**config.mk**
```make
export PLATFORM = sky130hd
export DESIGN_NAME = vpi_bit_packer
export DESIGN_NICKNAME = d
export VERILOG_FILES = /design/src/rtl/vpi_bit_packer.sv
export SDC_FILE = /design/constraint.sdc
export NUM_CORES = 1
export LEC_CHECK = 0
export CORE_AREA = 10 10 63 116
export CTS_BUF_LIST = sky130_fd_sc_hd__clkbuf_16
export CTS_CLUSTER_SIZE = 10
export DETAILED_ROUTE_END_ITERATION = 7
export DIE_AREA = 0 0 73 126
export PLACE_DENSITY = 0.72
export SYNTH_ARGS = -nofsm -noshare
export SYNTH_HDL_FRONTEND = slang
export SYNTH_SLANG_ARGS = --single-unit
export TNS_END_PERCENT = 20
```
**constraint.sdc**
```tcl
create_clock -name clk -period 2.17 [get_ports clk]
set_input_delay 0.434 -clock clk [delete_from_list [all_inputs] [get_ports clk]]
set_output_delay 0.434 -clock clk [all_outputs]
set_load 0.01 [all_outputs]
```
**src/rtl/vpi_bit_packer.sv**
```systemverilog
// Serial-to-parallel capture of the upstream x stream: LSB-first packing into
// WIDTH-bit words, queued in a DEPTH-entry FIFO with drop/overflow accounting.
module vpi_bit_packer #(
    parameter int WIDTH = 8,
    parameter int DEPTH = 4
) (
    input  logic                       clk,
    input  logic                       rst,
    input  logic                       x,
    input  logic                       x_en,
    output logic                       word_valid,
    output logic [WIDTH-1:0]           word_data,
    input  logic                       word_ready,
    output logic [$clog2(WIDTH)-1:0]   bit_cnt,
    output logic [$clog2(DEPTH):0]     fifo_cnt,
    output logic [7:0]                 drop_cnt,
    output logic                       overflow
);

    localparam int BW = $clog2(WIDTH);
    localparam int PW = $clog2(DEPTH);
    localparam int CW = PW + 1;

    function automatic logic [7:0] sat_inc(input logic [7:0] v);
        return (v == 8'hFF) ? v : v + 8'd1;
    endfunction

    logic [WIDTH-2:0] sh;
    logic [WIDTH-1:0] mem [DEPTH];
    logic [PW-1:0]    wr_ptr;
    logic [PW-1:0]    rd_ptr;

    logic             complete;
    logic [WIDTH-1:0] word;
    logic             pop;
    logic             push_ok;
    logic             drop;

    assign complete = x_en && (bit_cnt == BW'(WIDTH - 1));
    assign word     = {x, sh};
    assign pop      = word_valid && word_ready;
    // A full FIFO still accepts when the head leaves on the same edge.
    assign push_ok  = complete && ((fifo_cnt < CW'(DEPTH)) || pop);
    assign drop     = complete && !push_ok;

    assign word_valid = (fifo_cnt != '0);
    // Gated so stale or uninitialised storage never shows on the output.
    assign word_data  = word_valid ? mem[rd_ptr] : '0;

    always_ff @(posedge clk) begin
        if (rst) begin
            sh      <= '0;
            bit_cnt <= '0;
        end else if (x_en) begin
            if (complete) begin
                sh      <= '0;
                bit_cnt <= '0;
            end else begin
                for (int i = 0; i < WIDTH - 1; i++) begin
                    if (bit_cnt == BW'(i)) sh[i] <= x;
                end
                bit_cnt <= bit_cnt + 1'b1;
            end
        end
    end

    always_ff @(posedge clk) begin
        if (!rst && push_ok) mem[wr_ptr] <= word;
    end

    always_ff @(posedge clk) begin
        if (rst) begin
            wr_ptr   <= '0;
            rd_ptr   <= '0;
            fifo_cnt <= '0;
        end else begin
            if (push_ok) wr_ptr <= wr_ptr + 1'b1;
            if (pop)     rd_ptr <= rd_ptr + 1'b1;
            case ({push_ok, pop})
                2'b10:   fifo_cnt <= fifo_cnt + 1'b1;
                2'b01:   fifo_cnt <= fifo_cnt - 1'b1;
                default: fifo_cnt <= fifo_cnt;
            endcase
        end
    end

    always_ff @(posedge clk) begin
        if (rst) begin
            drop_cnt <= '0;
            overflow <= 1'b0;
        end else if (drop) begin
            drop_cnt <= sat_inc(drop_cnt);
            overflow <= 1'b1;
        end
    end

endmodule

```
* Word level (Yosys, flattened, before mapping)
Memories as Yosys holds them, arrays and structs flattened. A register that Yosys moved wholly into a read port is not among the register bits.
Index checks and enable logic that the tools add are counted.
** Word-level totals
- Register bits after elaboration :: 26
- RAM bits :: 32
- Logic and storage cells :: 73
- Input bits :: 5
- Output and inout bits :: 24
- Memories :: 1
** Operators by class
- Add/sub/neg operators :: 6
- Order comparisons :: 1
- Mux-type cells :: 15
- Reduce and logical (&&, ||, !) cells :: 26
- Bitwise logic cells :: 1
- Eq/ne operators :: 10
** Memory list
- mem :: depth 4, bits a word 8, read ports 1, clocked after Yosys merged registers in 1, wr ports 1, line 29 : logic [WIDTH-1:0] mem [DEPTH];
** Operators with widths (count)
- 2-bit AND reduction :: 8
- 2-bit nonzero test :: 8
- 3-bit == test (second input constant) :: 4
- 1-bit 2-to-1 mux :: 9
- 8-bit by 1-bit adder with 8-bit output (second input constant) :: 1
- 8-bit == test (second input constant) :: 1
- 8-bit 2-to-1 mux :: 1
- 7-bit 2-to-1 mux :: 1
- 3-bit by 1-bit adder with 3-bit output (second input constant) :: 2
- 3-bit by 2-bit == test with 1-bit output (second input constant) :: 2
- 3-bit one-hot mux with 2 select lines :: 1
- 1-bit logical AND :: 5
- 2-bit by 1-bit adder with 2-bit output (second input constant) :: 2
- 2-bit 2-to-1 mux :: 2
- 3-bit by 1-bit == test with 1-bit output (second input constant) :: 1
- 3-bit zero test :: 1
- 3-bit less-than comparator (second input constant) :: 1
- 3-bit 2-to-1 mux :: 1
- 3-bit nonzero test :: 1
- 3-bit by 1-bit subtractor with 3-bit output (second input constant) :: 1
- 2-bit by 1-bit == test with 1-bit output (second input constant) :: 1
- 2-bit == test (second input constant) :: 1
- 1-bit zero test :: 2
- 1-bit logical OR :: 1
- 1-bit NOT :: 1

* Logic depth before layout (Yosys ltp)
Gate-level depths: netlist of run 1.
- Word-level depth :: 7
- Gate-level depth with buffers :: 10
- Mapped depth without buffers :: 9

* Least setup slack after synthesis of run 1
No wires, ideal clock.
- Path type :: reg-to-reg
- Start :: reg bit_cnt[0]
- End :: reg fifo_cnt[2]
- Clock period less this slack :: 2400 ps
- Slack :: -230 ps
- Stages on the path, launching flop included :: 11
- Data required time :: 2100 ps
- Buffers on the path :: 1
- Arrival time :: 2329 ps
- Setup time :: 70 ps
- Cells stage by stage :: dfxtp_1 ha_1 ha_1 clkbuf_1 nand3_1 ha_1 inv_1 fa_1 xor2_1 or3_1 a21oi_1
** Between the ends
- Longest elaborated chain between the ends :: 5
- Elaborated cells on any way between the ends :: 7
- Those cells by class :: eq/ne (3); mux (1); reduce/logical (3)
** RTL lines
- start, declared :: line 14 : output logic [$clog2(WIDTH)-1:0] bit_cnt,
- start signal, assigned :: line 62 : bit_cnt <= bit_cnt + 1'b1;
- 3-bit == test (*) :: line 39 : assign complete = x_en && (bit_cnt == BW'(WIDTH - 1));
- 1-bit logical AND (*) :: line 39
- 1-bit logical AND (*) :: line 43 : assign push_ok = complete && ((fifo_cnt < CW'(DEPTH)) || pop);
- 2-bit by 1-bit == test with 1-bit output / 2-bit == test (equally long branches) :: line 79 : case ({push_ok, pop})
- 3-bit one-hot mux with 2 select lines / 2-bit nonzero test (equally long branches)
- end signal, assigned :: line 80 : 2'b10: fifo_cnt <= fifo_cnt + 1'b1;
- end signal, assigned :: line 81 : 2'b01: fifo_cnt <= fifo_cnt - 1'b1;
- end signal, assigned :: line 82 : default: fifo_cnt <= fifo_cnt;
- end, declared :: line 15 : output logic [$clog2(DEPTH):0] fifo_cnt,
Mark *: on every way between the ends. The rest lies on a longest branch, timed or not.
A chain may end at the register's enable or synchronous reset.

==> results.toml, run 1 <==
[grt]
grt_usage_pct = 12.7
grt_antenna_before_repair = 0
overflow = 0
grt_max_degree = 28
grt_first_pass_wirelength_microns = 9160
grt_pass1_vias = 1887

[placed_design]
port_buffers = 28
dp_hpwl_microns = 3960
place_area_sq_mm = 0.00318
pre_cts_ws_ns = -0.307
gp_congestion = 0.774

[detailed_routing]
drc = 0
top_layer_used = "met4"
viasPerCell = 5.35
wl_met1_microns = 1750
routedWlPerCell_microns = 16.2
drt-initial-drc-count = 29
vias = 1754
antenna_left = 0
wirelength_microns = 5300
wl_met2_microns = 3130
wl_met3_microns = 307
dr.pass1.iters = 4

[cts]
cts_tree = "yes"
clockBufferDepth = 2
cts-root-buf = "clkbuf_16"
numCtsBuffers = 9
clock_sinks = 60
postCtsHoldBufs = 0
cts.htree.levels = 3
clk_pin_slew_worst_paths_ns = 0.05
post_cts_buffers = 0
cts-resized-gates = 16
clkLatencyLatePin_ns = 0.32

[final_layout]
final_util_pct = 64.4
final_area_sq_mm = 0.00349
syn_to_final_growth_pct = 33.6
nets = 281
diodes = 0
drive_above_1_share_pct = 22.0

[worst_setup_path]
cpPeakStageDelay_ns = 0.48
r2r-end = "fifo_cnt[2]"
rrSetupSlack_ns = 0.11
crit_path_top_delay_cell = "mux4_2"
worstSetupPathType = "reg -> out"
cp_cell_sequence = "buf_12, mux4_2, and2_1, clkdlybuf4s15_1"
required_ns = 1.74
worstSetupPathDepth = 4
critPathArrivalTime_ns = 1.66
cp_top_family = "multiplexers"
startpoint_type = "register"
cp-endpoint = "word_data[7]"
ff2ff_path_depth = 9
critPathMaxFanout = 8
critical_path_buf_inv_count = 2
end_kind = "primary output"
r2r_start = "bit_cnt[0]"

[die]
start_util_pct = 48.2
io_pins = 29
rows = 38
die_h_microns = 126
die_w_microns = 73
core_sq_mm = 0.00542
die_area_sq_mm = 0.00920

[run]
max_cap_violations = 0

[synthesis]
async_flop_share_pct = 0
synthTopCellsByCount = "edfxtp_1 (32), dfxtp_1 (28), nor2_1 (24), and2_1 (14)"
syn-num-nets = 229
synth_top_area_share_pct = 36.8
synthesis.area_sq_mm = 0.00261
ys_seq_area_share_pct = 58.3
yosys_warnings = 0
ys_types = 37
synth_edf_count = 32
ys_ff_latch = 60
synth_area_leader_cell = "edfxtp_1"
synth.area.top_cells = "edfxtp_1 (37%), dfxtp_1 (21%), mux4_2 (6.9%), ha_1 (5.7%), nor2_1 (3.4%)"
yosysMostFrequentCell = "edfxtp_1"
syn_avg_cell_area_sq_um = 12.4
synth-main-ff-cell = "edfxtp_1"
postSynthCellCount = 211

[sta]
period_needed_ns = 2.10
finalSetupTns_ns = 0
hold_viol = 0
setup_ws_ns = 0.0742
finalCritPeriodShare_pct = 96.6
maxSlewHeadroom_pct = 73.4
finalClockSkew_ns = 0.00765
fmax_mhz = 477
rsz0062_at_grt = "false"
timing_worst_slew_pin_value_ns = 0.395
setup_viol = 0
drv_slew = 0
hold_ws_ns = 0.475

[power_and_ir_drop]
leakagePower_nw = 1.31
vdd_ir_drop_max_mv = 0.858
power_density_mw_per_mm2 = 783

[outcome]
status = "completed"

[min_path]
hold_class = "reg -> reg"
==> sequential cells by signal (all words and copies together) (netlist names), named ones only <==
| signal | flops |
|---|---|
| rd_ptr | 2 |
| bit_cnt | 3 |
| wr_ptr | 2 |
| drop_cnt | 8 |
| mem | 32 |
| fifo_cnt | 3 |
| sh | 7 |
| overflow | 1 |
==> routing by layer <==
layer / global-route usage (%) / up-vias
met5: 0 / -
met4: 6.40 / 0
met1: 11.7 / 843
met2: 22.7 / 38
met3: 5.03 / 14
li1: - / 859
==> cells in the final DEF (no fill, tap or decap), types with 9 or more instances in the layout <==
master | synthesis | routed
buf_4 | 0 | 16
clkdlybuf4s50_1 | 0 | 18
o21ai_0 | 10 | 10
and2_1 | 14 | 14
a21oi_1 | 12 | 12
clkbuf_16 | 0 | 9
edfxtp_1 | 32 | 32
dfxtp_1 | 28 | 25
ha_1 | 12 | 9
inv_1 | 11 | 12
nor2_1 | 24 | 24
==> logic make-up after synthesis <==
| family | after synthesis | synth area share, % |
|---|---|---|
| simple gates | 69 | 14.6 |
| flops | 60 | 58.3 |
| compound gates | 30 | 6.61 |
| buf+inv | 20 | 3.21 |
| fa+ha+maj | 13 | 6.52 |
| mux | 12 | 8.43 |
| xor+xnor | 7 | 2.35 |
==> power breakdown <==
group	total (W)	switching (W)	leakage [nW]	internal, W
Combinational	0.0000756	0.0000406	0.634	0.0000350
Sequential	0.00120	0.00000615	0.524	0.00120
Clock	0.00145	0.000466	0.152	0.000988
Total	0.00273	0.000513	1.31	0.00222
==> worst min path at each step <==
stage          slack [ns]   endpoint  cells after the start  startpoint
2_1_floorplan        0.45  mem[0][4]                      0       sh[4]
3_3_place_gp         0.46   overflow                      2    overflow
3_5_place_dp         0.46   overflow                      2    overflow
4_1_cts              0.48   overflow                      2    overflow
5_1_grt              0.53   overflow                      2    overflow
6_report             0.47   overflow                      2    overflow
==> worst reg2reg max path: cells and delay by family (launching register included) <==
family,cells,cell delay (ns)
buf+inv,1,0.04
simple gates,2,0.41
compound gates,1,0.14
xor+xnor,1,0.16
flops,1,0.34
fa+ha+maj,4,0.90
==> layout make-up <==
class,instances,area [sq um]
clock buffers,9,225
clock inverters,7,83.8
fillers,431,1930
inverters,11,41.3
multi-input cells,131,1050
flip-flops and latches,60,1530
well taps,60,75.1
repair buffers,50,488
==> through the flow <==
step | cells | power [W]
2_1_floorplan | 211 | 0.00126
3_3_place_gp | 312 | 0.00130
5_1_grt | 328 | 0.00283
3_5_place_dp | 312 | 0.00130
6_report | 328 | 0.00273
4_1_cts | 328 | 0.00275
No activity file was read; power rests on OpenSTA's default activity.
==> run 2, diff against run 1 <==
--- a/config.mk
+++ b/config.mk
@@ -10,7 +10,9 @@
 export CTS_CLUSTER_SIZE = 10
 export DETAILED_ROUTE_END_ITERATION = 7
 export DIE_AREA = 0 0 73 126
+export GPL_TIMING_DRIVEN = 1
 export PLACE_DENSITY = 0.72
+export SETUP_SLACK_MARGIN = 0.15
 export SYNTH_ARGS = -nofsm -noshare
 export SYNTH_HDL_FRONTEND = slang
 export SYNTH_SLANG_ARGS = --single-unit
==> run 2 against run 1 <==
  * Critical path type unchanged
  * Utilization is 1.4 points lower
  * Combinational power is 2.8% lower
  * Flip-flop and latch count stayed put
==> results.toml, run 2 (synthesized netlist as in run 1, its figures left out) <==
[cts]
clkLatencyLatePin_ns = 0.32
cts.htree.levels = 3
clockBufferDepth = 2
numCtsBuffers = 9
clock_sinks = 60
clk_pin_slew_worst_paths_ns = 0.05
postCtsHoldBufs = 0
cts-root-buf = "clkbuf_16"
cts_tree = "yes"

[grt]
grt_max_degree = 28
grt_antenna_before_repair = 0
grt_first_pass_wirelength_microns = 8710
overflow = 0
grt_usage_pct = 12.3
grt_pass1_vias = 1803

[power_and_ir_drop]
power_density_mw_per_mm2 = 721
p_switching_w = 0.000486
leakagePower_nw = 1.30
combPwrFrac_pct = 3.0
vdd_ir_drop_max_mv = 0.895
pwr-share-seq_pct = 49.0
swShare_pct = 19.8
internal_power_w = 0.00197
p_clk_share_pct = 48.0

[detailed_routing]
dr.pass1.iters = 5
vias = 1759
viasPerCell = 5.41
drt-initial-drc-count = 58
wirelength_microns = 5180
routedWlPerCell_microns = 15.9
antenna_left = 0
drc = 0

[sta]
setup_ws_ns = 0.172
maxSlewHeadroom_pct = 71.7
hold_ws_ns = 0.479
drv_slew = 0
period_needed_ns = 2.00
rsz0062_at_grt = "true"
fmax_mhz = 500
setup_viol = 0
hold_viol = 0
finalCritPeriodShare_pct = 92.1
timing_worst_slew_pin_value_ns = 0.420
finalClockSkew_ns = 0.00515

[placed_design]
gp_congestion = 0.743
dp_hpwl_microns = 3860
port_buffers = 28
pre_cts_ws_ns = -0.263

[die]
rows = 38
die_h_microns = 126
core_sq_mm = 0.00542
die_w_microns = 73
die_area_sq_mm = 0.00920
start_util_pct = 48.2
io_pins = 29

[worst_setup_path]
ff2ff_path_depth = 8
critPathArrivalTime_ns = 1.56
end_kind = "primary output"
cp_cell_sequence = "buf_12, mux4_2, and2_1, buf_2"
required_ns = 1.74
startpoint_type = "register"
crit_path_top_delay_cell = "mux4_2"
critPathMaxFanout = 8
cpPeakStageDelay_ns = 0.48
worstSetupPathType = "reg -> out"

[min_path]
min_path_cells = 2
hold_class = "reg -> reg"

[final_layout]
nets = 278
mostFrequentLayoutCell = "edfxtp_1"
largest_reg_flops = 32
drive_above_1_share_pct = 21.9
top_regs = "mem: 32 flops, drop_cnt: 8 flops, sh: 7 flops"
largest-register = "mem"
final_cell_mix = "edfxtp_1 (32), dfxtp_1 (25), nor2_1 (24)"
syn_to_final_growth_pct = 30.6
diodes = 0

[outcome]
status = "completed"

[run]
max_cap_violations = 0
-- run 2: cell count changes in the layout (fill, tap and decap cells not counted), sizes merged, moves of 2 or more --
| cell | delta |
|---|---|
| buf | +5 |
| bufinv | -2 |
| clkbuf | -5 |
| clkdlybuf4s15 | -3 |
| clkinv | +2 |
-- run 2: worst paths after layout --
path | startpoint | endpoint | slack, ns
min | overflow | overflow | 0.48
max | register | word_data[3] | 0.17
max reg2reg | fifo_cnt[2] | fifo_cnt[2] | 0.19
min reg2reg | overflow | overflow | 0.48
-- run 2: worst max-delay path: cells and delay by family (launching register included) --
| family | cells | cell delay [ns] |
|---|---|---|
| multiplexers | 1 | 0.48 |
| AND/OR/NAND/NOR | 1 | 0.16 |
| buffers and inverters | 2 | 0.26 |
| flip-flops | 1 | 0.33 |
-- run 2: per-stage QoR --
| step | area (sq um) | util (%) | setup TNS [ns] | cells | power [W] |
|---|---|---|---|---|---|
| floorplan | 2680 | - | 0 | 211 | 0.00127 |
| global placement | 3190 | 58.8 | -0.329 | 309 | 0.00130 |
| detailed placement | 3190 | 58.8 | -1.34 | 309 | 0.00130 |
| CTS | 3420 | 63.1 | 0 | 325 | 0.00249 |
| global route | 3410 | 62.9 | 0 | 325 | 0.00253 |
| finish | 3410 | 62.9 | 0 | 325 | 0.00246 |
-- run 2: final cells by class --
class	instances	area (sq um)
Clock inverter	7	28.8
Clock buffer	9	225
Multi-Input combinational cell	131	1060
Inverter	11	41.3
Tap cell	60	75.1
Timing Repair Buffer	47	450
Sequential cell	60	1530
Fill cell	458	2010
-- run 2: power groups by stage --
stage          combinational [W]  clock, W  sequential (W)
2_1_floorplan          0.0000400         0         0.00123
4_1_cts                0.0000741   0.00121         0.00120
6_report               0.0000735   0.00118         0.00120
3_3_place_gp           0.0000717         0         0.00123
5_1_grt                0.0000809   0.00125         0.00120
3_5_place_dp           0.0000729         0         0.00123
-- run 2: timing repair --
action                                  4_1_cts  5_1_grt
setup buffers                                 0        0
pin swaps                                     1        1
resized for setup                            32        4
endpoints found under the setup margin       11       11
-- run 2: layer usage --
metal  GRT usage (%)  share of wire, %
met5               0                 0
met4            7.08               3.2
met3            5.27               6.5
met2            21.4                56
met1            11.2                35
==> run 3, diff against run 2 <==
--- a/config.mk
+++ b/config.mk
@@ -6,7 +6,7 @@
 export NUM_CORES = 1
 export LEC_CHECK = 0
 export CORE_AREA = 10 10 63 116
-export CTS_BUF_LIST = sky130_fd_sc_hd__clkbuf_16
+export CTS_CLUSTER_DIAMETER = 60
 export CTS_CLUSTER_SIZE = 10
 export DETAILED_ROUTE_END_ITERATION = 7
 export DIE_AREA = 0 0 73 126
==> run 3 against run 2 <==
  * Clock power shrank 31%
  * Global-route usage decreased by 0.35 points
  * Clock-buffer cell count rose by 3
  * Critical path depth stayed put
  * Sequential share of layout area up 1.0 points
  * Die area stayed put
  * Via count fell by 0.91%
  * Combinational power fell by 2%
  * Hold slack better by 0.011 ns
  * Cell count increased by 0.31%
==> results.toml, run 3 (synthesized netlist as in run 1, its figures left out) <==
[outcome]
status = "completed"

[run]
max_cap_violations = 0

[worst_setup_path]
cpPeakStageDelay_ns = 0.48
startpoint_type = "register"
required_ns = 1.74
rrSetupSlack_ns = 0.21
cp_cell_sequence = "buf_12, mux4_2, and2_1, buf_2"
critPathArrivalTime_ns = 1.57
end_kind = "primary output"
worstSetupPathType = "reg -> out"
cp_top_family = "multiplexers"
critical_path_buf_inv_count = 2
crit_path_top_delay_cell = "mux4_2"
critPathMaxFanout = 8

[die]
die_area_sq_mm = 0.00920
die_w_microns = 73
io_pins = 29
rows = 38
die_h_microns = 126
core_sq_mm = 0.00542
start_util_pct = 48.2

[detailed_routing]
wirelength_microns = 5010
dr.pass1.iters = 4
vias = 1743
drt-initial-drc-count = 20
routedWlPerCell_microns = 15.4
drc = 0
viasPerCell = 5.35
antenna_left = 0

[final_layout]
nets = 279
drive_above_1_share_pct = 22.6
largest-register = "mem"
diodes = 0
largest_reg_flops = 32
final_cell_mix = "edfxtp_1 (32), dfxtp_1 (25), nor2_1 (24)"
top_regs = "mem: 32 flops, drop_cnt: 8 flops, sh: 7 flops"
mostFrequentLayoutCell = "edfxtp_1"
final_util_pct = 61.5
final_area_sq_mm = 0.00334
syn_to_final_growth_pct = 27.7

[cts]
cts_tree = "yes"
clkLatencyLatePin_ns = 0.33
clock_sinks = 60
numCtsBuffers = 9
clk_pin_slew_worst_paths_ns = 0.06
cts-root-buf = "clkbuf_8"
clockBufferDepth = 2
cts.htree.levels = 3

[placed_design]
gp_congestion = 0.743
dp_hpwl_microns = 3860
port_buffers = 28
pre_cts_ws_ns = -0.263
place_area_sq_mm = 0.00319

[sta]
setup_ws_ns = 0.165
hold_viol = 0
rsz0062_at_grt = "true"
finalClockSkew_ns = 0.00767
finalSetupTns_ns = 0
hold_ws_ns = 0.490
drv_slew = 0
timing_worst_slew_pin_value_ns = 0.421
fmax_mhz = 499
finalCritPeriodShare_pct = 92.4
maxSlewHeadroom_pct = 71.7
period_needed_ns = 2.01
setup_viol = 0

[grt]
overflow = 0
grt_util_met2_pct = 21.0
grt_first_pass_wirelength_microns = 8540
grt_max_degree = 28
grt_usage_pct = 11.9
use_met3_pct = 4.87
use_met1_pct = 10.8
grt-busiest-layer = "met2"
grt_pass1_vias = 1775
grt_antenna_before_repair = 0

[power_and_ir_drop]
leakagePower_nw = 1.25
vdd_ir_drop_max_mv = 0.611
power_density_mw_per_mm2 = 626

[min_path]
hold_class = "reg -> reg"
[run 3: cell count changes in the layout (fill, tap and decap cells not counted)]
cell / before / now
clkbuf_8: 0 / 10
clkbuf_16: 9 / 0
clkbuf_1: 0 / 2
inv_1: 13 / 11
buf_12: 5 / 6
clkinv_1: 3 / 2
dlygate4sd2_1: 0 / 1
dlymetal6s2s_1: 2 / 1
[run 3: tightest hold or removal path: stages (launching register included)]
cell and delay (ns):
dfxtp_1 0.34, nor2_1 0.05, nor2_1 0.07
[run 3: routing by layer]
metal | up-vias | wire length [microns]
li1 | 855 | -
met1 | 844 | 1710
met2 | 35 | 2840
met3 | 9 | 310
met4 | 0 | 142
met5 | - | 0
[run 3: cell type report]
class                      instances  area (sq um)
tap                               60          75.1
clock buffer                      12           145
multi-input combinational        131          1060
sequential                        60          1530
clock inverter                     4          17.5
inverter                          11          41.3
timing repair buffer              48           467
fill                             473          2080
[run 3: power breakdown]
group / internal, W / leakage (nW) / switching, W
sequential: 0.00119 / 0.525 / 0.00000771
combinational: 0.0000333 / 0.641 / 0.0000388
clock: 0.000434 / 0.0852 / 0.000380
total: 0.00166 / 1.25 / 0.000426
[run 3: repair_timing]
action,CTS,global route
setup endpoints to repair,11,10
pin swaps,0,1
gates resized for setup,35,1
hold buffers,0,0
setup buffers,0,1
[run 3: final timing paths]
path,from,endpoint,cells after the start
max,register,word_data[3],4
min,overflow,overflow,2
max reg2reg,bit_cnt[1],fifo_cnt[2],9
min reg2reg,overflow,overflow,2
[run 3: metrics by stage]
step / instances / power, W
after global placement: 309 / 0.00130
after CTS: 325 / 0.00211
after floorplan: 211 / 0.00127
after global routing: 326 / 0.00216
final: 326 / 0.00209
after detailed placement: 309 / 0.00130
